===== config.mk =====
export PLATFORM = sky130hd
export DESIGN_NAME = fcw_sweep_flat
export DESIGN_NICKNAME = d
export VERILOG_FILES = /design/src/rtl/fcw_sweep_if.sv /design/src/rtl/fcw_sweep.sv /design/src/flat_wrapper.sv
export SDC_FILE = /design/constraint.sdc
export NUM_CORES = 1
export LEC_CHECK = 0
export ABC_AREA = 1
export CAP_MARGIN = 0
export CORE_MARGIN = 3
export CORE_UTILIZATION = 60
export CTS_BUF_LIST = sky130_fd_sc_hd__clkbuf_8
export DETAILED_ROUTE_END_ITERATION = 12
export DONT_BUFFER_PORTS = 1
export PLACE_DENSITY = 0.83
export SLEW_MARGIN = 25
export SYNTH_ARGS = -nofsm -noshare
export SYNTH_HDL_FRONTEND = slang
export SYNTH_SLANG_ARGS = --single-unit
export TNS_END_PERCENT = 50

===== constraint.sdc =====
create_clock -name clk -period 2.92 [get_ports clk]
set_input_delay 0.584 -clock clk [delete_from_list [all_inputs] [get_ports clk]]
set_output_delay 0.584 -clock clk [all_outputs]
set_load 0.05 [all_outputs]

===== src/rtl/fcw_sweep_if.sv =====
// Sweep controller bus: sweep requests and configuration towards the block,
// frequency control word and status back from it.
interface fcw_sweep_if #(
  parameter int unsigned N = 16,
  parameter int unsigned D = 16
) ();
  logic         start;
  logic         abort;
  logic         mode;
  logic [N-1:0] f_start;
  logic [N-1:0] f_stop;
  logic [N-1:0] f_step;
  logic [D-1:0] dwell;
  logic [N-1:0] fcw;
  logic         busy;
  logic         done;

  modport master (
    output start, abort, mode, f_start, f_stop, f_step, dwell,
    input  fcw, busy, done
  );

  modport slave (
    input  start, abort, mode, f_start, f_stop, f_step, dwell,
    output fcw, busy, done
  );
endinterface


===== src/rtl/fcw_sweep.sv =====
// Linear frequency-sweep (chirp) controller driving an NCO frequency control
// word. Steps fcw from f_start towards f_stop, holding each value dwell+1
// cycles, in single-shot or continuous mode, with abort.
module fcw_sweep #(
  parameter int unsigned N = 16,
  parameter int unsigned D = 16
) (
  input  logic        clk,
  input  logic        reset,
  fcw_sweep_if.slave  bus
);

  typedef enum logic {StIdle, StRun} state_e;

  state_e       state_q, state_d;
  logic [N-1:0] fcw_q, fcw_d;
  logic         busy_q, busy_d;
  logic         done_q, done_d;
  logic [D-1:0] cnt_q, cnt_d;
  logic [N-1:0] start_l_q, start_l_d;
  logic [N-1:0] stop_l_q, stop_l_d;
  logic [N-1:0] step_l_q, step_l_d;
  logic [D-1:0] dwell_l_q, dwell_l_d;
  logic         mode_l_q, mode_l_d;

  // One extra bit so a step past the top of the range is seen as overshoot
  // and clamped instead of wrapping.
  logic [N:0] next_sum;
  assign next_sum = {1'b0, fcw_q} + {1'b0, step_l_q};

  // Next-state and registered-output logic; abort overrides everything.
  always_comb begin
    state_d   = state_q;
    fcw_d     = fcw_q;
    busy_d    = busy_q;
    done_d    = 1'b0;
    cnt_d     = cnt_q;
    start_l_d = start_l_q;
    stop_l_d  = stop_l_q;
    step_l_d  = step_l_q;
    dwell_l_d = dwell_l_q;
    mode_l_d  = mode_l_q;

    if (bus.abort) begin
      state_d = StIdle;
      fcw_d   = '0;
      busy_d  = 1'b0;
      cnt_d   = '0;
    end else begin
      unique case (state_q)
        StIdle: begin
          if (bus.start) begin
            start_l_d = bus.f_start;
            stop_l_d  = bus.f_stop;
            step_l_d  = bus.f_step;
            dwell_l_d = bus.dwell;
            mode_l_d  = bus.mode;
            fcw_d     = bus.f_start;
            cnt_d     = bus.dwell;
            busy_d    = 1'b1;
            state_d   = StRun;
          end
        end
        StRun: begin
          if (cnt_q != '0) begin
            cnt_d = cnt_q - D'(1);
          end else if (fcw_q < stop_l_q) begin
            fcw_d = (next_sum > {1'b0, stop_l_q}) ? stop_l_q : next_sum[N-1:0];
            cnt_d = dwell_l_q;
          end else if (mode_l_q) begin
            // Continuous: restart the pass, fcw jumps back to the start value.
            fcw_d  = start_l_q;
            cnt_d  = dwell_l_q;
            done_d = 1'b1;
          end else begin
            // Single-shot: last value stays on the NCO after the pass.
            state_d = StIdle;
            busy_d  = 1'b0;
            done_d  = 1'b1;
          end
        end
        default: state_d = StIdle;
      endcase
    end
  end

  // State and output registers with synchronous reset.
  always_ff @(posedge clk) begin
    if (reset) begin
      state_q   <= StIdle;
      fcw_q     <= '0;
      busy_q    <= 1'b0;
      done_q    <= 1'b0;
      cnt_q     <= '0;
      start_l_q <= '0;
      stop_l_q  <= '0;
      step_l_q  <= '0;
      dwell_l_q <= '0;
      mode_l_q  <= 1'b0;
    end else begin
      state_q   <= state_d;
      fcw_q     <= fcw_d;
      busy_q    <= busy_d;
      done_q    <= done_d;
      cnt_q     <= cnt_d;
      start_l_q <= start_l_d;
      stop_l_q  <= stop_l_d;
      step_l_q  <= step_l_d;
      dwell_l_q <= dwell_l_d;
      mode_l_q  <= mode_l_d;
    end
  end

  assign bus.fcw  = fcw_q;
  assign bus.busy = busy_q;
  assign bus.done = done_q;

endmodule


===== src/flat_wrapper.sv =====
// flat-port wrapper written by rule: the top's interface ports become plain ports
module fcw_sweep_flat 
#(
  parameter int unsigned N = 16,
  parameter int unsigned D = 16
)
  (clk, reset, bus_start, bus_abort, bus_mode, bus_f_start, bus_f_stop, bus_f_step, bus_dwell, bus_fcw, bus_busy, bus_done);
  fcw_sweep_if #(.N(N), .D(D)) bus_i ();
  input  logic clk;
  input  logic reset;
  input wire logic [$bits(bus_i.start)-1:0] bus_start;
  input wire logic [$bits(bus_i.abort)-1:0] bus_abort;
  input wire logic [$bits(bus_i.mode)-1:0] bus_mode;
  input wire logic [$bits(bus_i.f_start)-1:0] bus_f_start;
  input wire logic [$bits(bus_i.f_stop)-1:0] bus_f_stop;
  input wire logic [$bits(bus_i.f_step)-1:0] bus_f_step;
  input wire logic [$bits(bus_i.dwell)-1:0] bus_dwell;
  output wire logic [$bits(bus_i.fcw)-1:0] bus_fcw;
  output wire logic [$bits(bus_i.busy)-1:0] bus_busy;
  output wire logic [$bits(bus_i.done)-1:0] bus_done;
  assign bus_i.start = bus_start;
  assign bus_i.abort = bus_abort;
  assign bus_i.mode = bus_mode;
  assign bus_i.f_start = bus_f_start;
  assign bus_i.f_stop = bus_f_stop;
  assign bus_i.f_step = bus_f_step;
  assign bus_i.dwell = bus_dwell;
  assign bus_fcw = bus_i.fcw;
  assign bus_busy = bus_i.busy;
  assign bus_done = bus_i.done;
  fcw_sweep #(.N(N), .D(D)) u_core (.clk(clk), .reset(reset), .bus(bus_i));
endmodule

== Yosys cells after proc, flatten, opt, wreduce, memory -nomap -nowiden ==
Index checks and enable logic that the tools add are counted.

* $add $sub $neg: 2
* $mul: 0
* Divide/modulo/power cells: 0
* $lt $le $gt $ge: 2
* Eq/ne operators: 6
* Shift-type cells: 0
* Mux-type cells: 22
* Bitwise operators: 2
* Reductions and logical operators: 7

{| class="wikitable"
|+ Operator list
! cell !! number
|-
| two-way mux 16 bit || 9
|-
| case mux 16 bit (2 select lines) || 2
|-
| adder 16 x 16 -> 17 bit || 1
|-
| greater-than comparator 17 x 16 -> 1 bit || 1
|-
| less-than comparator 16 bit || 1
|-
| nonzero test 16 bit || 1
|-
| subtractor 16 x 1 -> 16 bit (second input constant) || 1
|-
| two-way mux 1 bit || 9
|-
| != test 2 bit (second input constant) || 4
|-
| AND reduction 3 bit || 2
|-
| != test 4 bit (second input constant) || 1
|-
| case mux 1 bit (2 select lines) || 2
|-
| AND reduction 4 bit || 1
|-
| OR reduction 4 bit || 1
|-
| != test 3 bit (second input constant) || 1
|-
| inverter 1 bit || 2
|-
| AND reduction 2 bit || 1
|-
| OR reduction 2 bit || 1
|}

* Register bits after elaboration: 100
* Bits in latches: 0
* Bits in writable memories: 0
* Memory bits (read-only): 0
* Input port bits: 69
* Output and inout bits: 18
* Word-level logic and storage cells: 51
* Memories kept: 0

== Logic depth before layout (Yosys ltp) ==
Gate-level depths: netlist (run 1).

* Word-level depth: 6
* Depth in mapped cells: 26
* Mapped depth without buffers: 25

== Worst setup path before layout (run 1) ==
OpenSTA, ideal clock, no wires.

* Kind: register -> register
* Start point: reg u_core.fcw_q[0], in the netlist u_core.bus.fcw[0]
* End point: reg u_core.fcw_q[10], in the netlist u_core.bus.fcw[10]
* Setup time: 0.116 ns
* Data arrival time: 3.226 ns
* Data required time: 2.804 ns
* Path slack: -0.422 ns
* Stages on the path, launching flop included: 26
* Path buffers: 1
* Period minus slack after synthesis: 3.342 ns
* Cells stage by stage: dfxtp_1 ha_1 fa_1 nand3_1 nand2_2 nand2_2 nand2_2 a21oi_2 o21ai_1 nor2_1 nor2_1 ha_1 nand2_1 nor2_1 nand2_1 nand2_1 nand2_1 nand2_1 nand2_1 nand2_1 nand2_2 buf_2 nand3_1 nand3_1 nand2_1 a21oi_2

* Longest elaborated chain between the ends: 6
* Elaborated cells between the ends (all ways): 9
* Classes of those cells: 1 x add/sub; 2 x order compare; 1 x eq/ne; 4 x mux; 1 x reduce/logical

{| class="wikitable"
|+ RTL lines
! what !! RTL line !! text
|-
| start, declared || fcw_sweep.sv:16 || <nowiki>logic [N-1:0] fcw_q, fcw_d;</nowiki>
|-
| start signal, assigned || fcw_sweep.sv:102 || <nowiki>fcw_q <= fcw_d;</nowiki>
|-
| adder 16 x 16 -> 17 bit || fcw_sweep.sv:29 || <nowiki>assign next_sum = {1'b0, fcw_q} + {1'b0, step_l_q};</nowiki>
|-
| greater-than comparator 17 x 16 -> 1 bit || fcw_sweep.sv:68 || <nowiki>fcw_d = (next_sum > {1'b0, stop_l_q}) ? stop_l_q : next_sum[N-1:0];</nowiki>
|-
| two-way mux 16 bit || fcw_sweep.sv:68 ||
|-
| two-way mux 16 bit || fcw_sweep.sv:67 || <nowiki>end else if (fcw_q < stop_l_q) begin</nowiki>
|-
| two-way mux 16 bit || fcw_sweep.sv:65 || <nowiki>if (cnt_q != '0) begin</nowiki>
|-
| case mux 16 bit (2 select lines) || fcw_sweep.sv:50 || <nowiki>unique case (state_q)</nowiki>
|}

Several ways; a longest one is shown, not always the timed one. The select of a mux whose other input is x is not followed.
A chain may end at the register's enable or synchronous reset.

== Worst setup path in the final report (run 1) ==
* Start point: reg u_core.fcw_q[0], in the netlist u_core.bus.fcw[0]
* End point: reg u_core.fcw_q[12], in the netlist u_core.bus.fcw[12]

The elaborated chain is that of the path after synthesis.

==> flow_summary.toml, run 1 <==
[synthesis]
ys_top_cells_by_area = "dfxtp_1, nand2_1, nor2_1"
yosys.area.top_type = "dfxtp_1"
synth_enable_flop_cells = 0
yosysWarnings = 0
synth_flop_cell = "dfxtp_1"
synthArstFlopShare_pct = 0
yosysTopAreaCellShare_pct = 30.5
synth_area_sq_um = 6570
synth_nets = 1105
syn_inst = 986
synthDistinctLibCells = 43
synth-seq-area-share_pct = 30.5
yosys-top-cells-count = "nand2_1, nor2_1, dfxtp_1"
avgSynthCellArea_sq_um = 6.66
synth-seq-cells = 100
synth_most_common_cell = "nand2_1"

[die]
start_util_pct = 62.7
num_io_pins = 87
floorplan.die.height_um = 111
fp.dieArea_sq_um = 12200
die-width_um = 111
core-area_sq_um = 10500
rows = 37

[timing]
period_needed_ns = 3.27
finClkSkew_ns = 0.0131
hold_viol = 0
setup_viol = 16
max_clock_freq_mhz = 306
period_share_pct = 112
rsz0062_at_grt = "true"
fin_hold_ws_ns = 0.259
worst_slack_ns = -0.350
tightest_slew_ns = 0.915
slew_violations = 0
maxSlewHeadroom_pct = 39.0

[placement]
portBuffers = 0
place.gp.congestion = 1.02
dp_hpwl_um = 13600
post-place-ws_ns = -0.259
dp.cells = 1157

[detailed_routing]
wl_per_cell_um = 16.0
wirelength_um = 18900
vias = 6789
drc = 0
drtPass1Iterations = 5
ant_nets = 0
viasPerCell = 5.74
drtIter0Drc = 751

[clock_tree]
clk_path_buf_depth = 2
clk_latency_ns = 0.38
cts_hold_buffers = 0
root_buffer = "clkbuf_8"
cts_buffers = 9
tritoncts = "built"
clkTransAtPathRegs_ns = 0.11
htree_levels = 3
cts_sinks = 100

[outcome]
violations = "setup timing"
status = "finished, violations left"

[cells_and_area]
multi_input_area_sq_um = 4220
diodes = 0
fill_cells = 888
drive_gt1_share_pct = 19.9
area_delta_synth_final_pct = 16.9
final_cells = 1182
regArea_sq_um = 2040
fin_nets = 1160

[setup_path]
worstPathRequired_ns = 3.23
end_kind = "flip-flop"
worstPathArrival_ns = 3.58
critPathSlowestCell = "dfxtp_4"
critPathTopFamily = "simple AND/OR/NAND/NOR gates"
critical_path.cell_chain = "ha_4, fa_2, nand3_2, nand2_2, nand2_2, nand2_4, a21oi_4, o21ai_0, nand2_1, nand2_2, ha_4, buf_4, nand2_1, buf_4, nor2_2, nand4_1, nand3_4, buf_4, nand3_2, nand3_1, nand2_1, a21oi_2"
crit_fanout = 4
critical_path_class = "flip-flop to flip-flop"
crit_buf_inv = 3
cp-start-kind = "flip-flop"
slowest_delay_ns = 0.37

[power_and_ir_drop]
power.density_nw_per_um2 = 497
p_leak_nw = 3.56
vdd_drop_max_mv = 0.330

[global_route]
overflow = 0
grt_max_degree = 68
grt_pass1_vias = 6389
grt_pass1_wl_um = 30800
track_usage_pct = 30.3
antenna_found_initial = 1

[flow_run]
drv_cap = 0

[min_path]
min_path_type = "input pin to flip-flop"
[flip-flops by register name, indices dropped and copies added, names as in the netlist]
signal            count
u_core.start_l_q     16
u_core.bus.done       1
u_core.step_l_q      16
u_core.dwell_l_q     16
u_core.stop_l_q      16
u_core.cnt_q         16
u_core.mode_l_q       1
u_core.bus.busy       1
u_core.state_q        1
u_core.bus.fcw       16
[cells by family (layout without fill, tap and decap cells)]
family	count (synthesis)	after routing	synth area share, %
AO/OA/AOI/OAI	175	175	16.2
XOR/XNOR	17	17	2.27
adder cells (fa/ha/maj)	50	50	9.64
buffers and inverters	142	202	8.71
flip-flops	100	100	30.5
AND/OR/NAND/NOR	502	502	32.6
[power breakdown]
group / leakage, nW / total (W) / internal (W) / switching (W)
registers: 0.829 / 0.00150 / 0.00144 / 0.0000597
clock network: 0.0957 / 0.000884 / 0.000332 / 0.000553
logic: 2.64 / 0.00143 / 0.000562 / 0.000867
total: 3.56 / 0.00382 / 0.00234 / 0.00148
[worst reg2reg max path: stages, from the launching register on]
cell,delay [ns]
dfxtp_4,0.37
ha_4,0.16
fa_2,0.37
nand3_2,0.08
nand2_2,0.08
nand2_2,0.09
nand2_4,0.07
a21oi_4,0.22
o21ai_0,0.11
nand2_1,0.08
nand2_2,0.07
ha_4,0.27
buf_4,0.10
nand2_1,0.06
buf_4,0.14
nor2_2,0.13
nand4_1,0.16
nand3_4,0.14
buf_4,0.17
nand3_2,0.07
nand3_1,0.08
nand2_1,0.07
a21oi_2,0.11
[layout by cell type (no fill, tap or decap), types with 18 or more instances in the layout]
cell	synthesis	final
dfxtp_1	100	84
nand2_1	219	214
buf_4	0	82
a211oi_1	35	34
a21oi_2	14	18
nand3_1	55	45
ha_1	49	45
o21ai_0	39	39
nand3_2	11	21
inv_1	87	86
nor2_1	177	170
a21oi_1	66	61
[area by class of cell]
cell class                 instances  share of cell area (%)
tap                              136                    2.22
multi-input combinational        744                    54.9
clock inverter                     7                   0.847
sequential                       100                    26.6
clock buffer                       9                    1.61
inverter                          98                    4.81
timing repair buffer              88                    9.01
[repair_timing]
action | 4_1_cts | 5_1_grt
buffers inserted | 2 | 7
resized for setup | 5 | 36
pin swaps | 2 | 14
setup endpoints to repair | 16 | 16
[final timing paths]
check                                                      start  slack, ns  cells after the start                          endpoint
worst max-delay path              u_core.bus.fcw[0]$_SDFFE_PP0P_      -0.35                     22   u_core.bus.fcw[12]$_SDFFE_PP0P_
worst min-delay path                                       reset       0.26                      1  u_core.dwell_l_q[5]$_SDFFE_PP0P_
worst max register to register    u_core.bus.fcw[0]$_SDFFE_PP0P_      -0.35                     22   u_core.bus.fcw[12]$_SDFFE_PP0P_
worst min register to register  u_core.dwell_l_q[6]$_SDFFE_PP0P_       0.46                      2  u_core.dwell_l_q[6]$_SDFFE_PP0P_
[metrics by stage]
| step | instance area (sq um) | TNS, ns | utilization, % | power, W |
|---|---|---|---|---|
| after CTS | 7440 | -3.59 | 71.1 | 0.00368 |
| final | 7680 | -4.85 | 73.4 | 0.00382 |
| after floorplan | 6650 | -1.17 | - | 0.00245 |
| after global routing | 7680 | -7.99 | 73.4 | 0.00404 |
| after global placement | 7220 | -3.44 | 69.0 | 0.00278 |
| after detailed placement | 7220 | -3.85 | 69.0 | 0.00280 |
[routing by layer]
| metal | part of all wire [%] | vias to the layer above | global-route usage, % |
|---|---|---|---|
| met5 | 0.095 | - | 0 |
| met4 | 3.1 | 2 | 12.1 |
| met3 | 7.5 | 49 | 6.30 |
| met2 | 46 | 261 | 48.6 |
| met1 | 44 | 3141 | 40.0 |
| li1 | - | 3336 | - |
No activity file was read; power rests on OpenSTA's default activity.
==> run 2: changes to the inputs <==
- SETUP_SLACK_MARGIN: not set -> 0.4
==> flow_summary.toml, run 2 (same netlist as run 1, synthesis figures left out) <==
[global_route]
overflow = 0
track_usage_pct = 30.3
grt_pass1_vias = 6389
antenna_found_initial = 1
grt_max_degree = 68
grt_pass1_wl_um = 30800

[die]
fp.dieArea_sq_um = 12200
die-width_um = 111
start_util_pct = 62.7
num_io_pins = 87
rows = 37
core-area_sq_um = 10500
floorplan.die.height_um = 111

[timing]
period_needed_ns = 3.28
tightest_slew_ns = 0.900
hold_viol = 0
max_clock_freq_mhz = 305
maxSlewHeadroom_pct = 40.0
fin_tns_setup_ns = -4.86
slew_violations = 0
period_share_pct = 112
worst_slack_ns = -0.357
rsz0062_at_grt = "true"
finClkSkew_ns = 0.0132
setup_viol = 16

[outcome]
status = "finished, violations left"
violations = "setup timing"

[cells_and_area]
final_cell_mix = "nand2_1, nor2_1, inv_1, dfxtp_1, buf_4"
area_delta_synth_final_pct = 18.1
drive_gt1_share_pct = 21.3
fill_cells = 871
layout_commonest_cell = "nand2_1"
final_util_pct = 74.1
diodes = 0
fin_nets = 1160

[power_and_ir_drop]
p_leak_nw = 3.57
pwr-share-seq_pct = 39.0
p_comb_share_pct = 37.9
switching_share_pct = 39.0
vdd_drop_max_mv = 0.331
p_switching_w = 0.00150
clkPwrFrac_pct = 23.0
p_int_w = 0.00235
p_total_w = 0.00385
power.density_nw_per_um2 = 496

[detailed_routing]
wirelength_um = 19200
vias = 6786
drc = 0
viasPerCell = 5.74
drtPass1Iterations = 5
wl_per_cell_um = 16.2
drtIter0Drc = 723
ant_nets = 0

[clock_tree]
cts_sinks = 100
htree_levels = 3
clk_path_buf_depth = 2
clkTransAtPathRegs_ns = 0.11
tritoncts = "built"
cts_hold_buffers = 0
root_buffer = "clkbuf_8"
clk_latency_ns = 0.38
cts_buffers = 9

[setup_path]
worstPathArrival_ns = 3.59
r2r-start = "u_core.bus.fcw[0]$_SDFFE_PP0P_"
crit_fanout = 4
worstPathRequired_ns = 3.23
end_kind = "flip-flop"
cp-startpoint = "u_core.bus.fcw[0]$_SDFFE_PP0P_"
cp-start-kind = "flip-flop"
r2r_cells = 22
critical_path_class = "flip-flop to flip-flop"

[flow_run]
drv_cap = 0

[min_path]
whs_path_depth = 1
min_path_type = "input pin to flip-flop"
holdCritStartpoint = "reset"

[placement]
place.gp.congestion = 1.02
dp_hpwl_um = 13600
portBuffers = 0
[run 2: per-stage QoR]
step | worst slack [ns] | std cells | hold slack (ns) | cell area (sq um)
floorplan | -0.117 | 986 | 0.438 | 6650
global placement | -0.237 | 1157 | 0.439 | 7220
detailed placement | -0.259 | 1157 | 0.445 | 7220
CTS | -0.245 | 1175 | 0.246 | 7440
global route | -0.531 | 1182 | 0.238 | 7760
finish | -0.357 | 1182 | 0.257 | 7760
[run 2: worst max-delay path: stages (launching register included)]
cell and delay, ns:
dfxtp_4 0.37, ha_4 0.16, fa_2 0.37, nand3_2 0.08, nand2_2 0.09, nand2_2 0.09
nand2_4 0.07, a21oi_4 0.21, o21ai_0 0.11, nand2_1 0.08, nand2_2 0.07, ha_4 0.27
buf_4 0.10, nand2_1 0.06, buf_4 0.15, nor2_2 0.13, nand4_1 0.16, nand3_4 0.14
buf_4 0.16, nand3_2 0.06, nand3_1 0.09, nand2_1 0.07, a21oi_2 0.11
[run 2: per-layer routing]
metal  wire length (um)  GRT usage (%)
met1               8310           40.0
met2               8840           48.6
met3               1480           6.30
met4                545           12.1
met5                 18              0
[run 2: final timing paths]
check,to,slack (ns)
hold / removal,u_core.dwell_l_q[6]$_SDFFE_PP0P_,0.26
hold reg to reg,u_core.dwell_l_q[5]$_SDFFE_PP0P_,0.46
setup / recovery,u_core.bus.fcw[12]$_SDFFE_PP0P_,-0.36
setup reg to reg,u_core.bus.fcw[12]$_SDFFE_PP0P_,-0.36
[run 2: what timing repair did]
action                     in CTS  in global routing
buffers inserted                2                  7
pin swaps                       2                 21
setup endpoints to repair      16                 33
gates resized for setup         5                 58
[run 2: power groups by stage]
| stage | logic, W | clock network [W] | registers (W) |
|---|---|---|---|
| after floorplan | 0.000882 | 0 | 0.00157 |
| after detailed placement | 0.00127 | 0 | 0.00153 |
| after global placement | 0.00125 | 0 | 0.00153 |
| after global routing | 0.00161 | 0.000945 | 0.00151 |
| final | 0.00146 | 0.000886 | 0.00150 |
| after CTS | 0.00129 | 0.000889 | 0.00150 |
[run 2: final cells by class]
type	instances	area, sq um	share of cell area, %
repair buffers	88	712	9.18
clock buffers	9	124	1.60
inverters	98	373	4.81
clock inverters	7	65.1	0.839
flip-flops and latches	100	2040	26.3
well taps	136	170	2.19
multi-input cells	744	4270	55.1
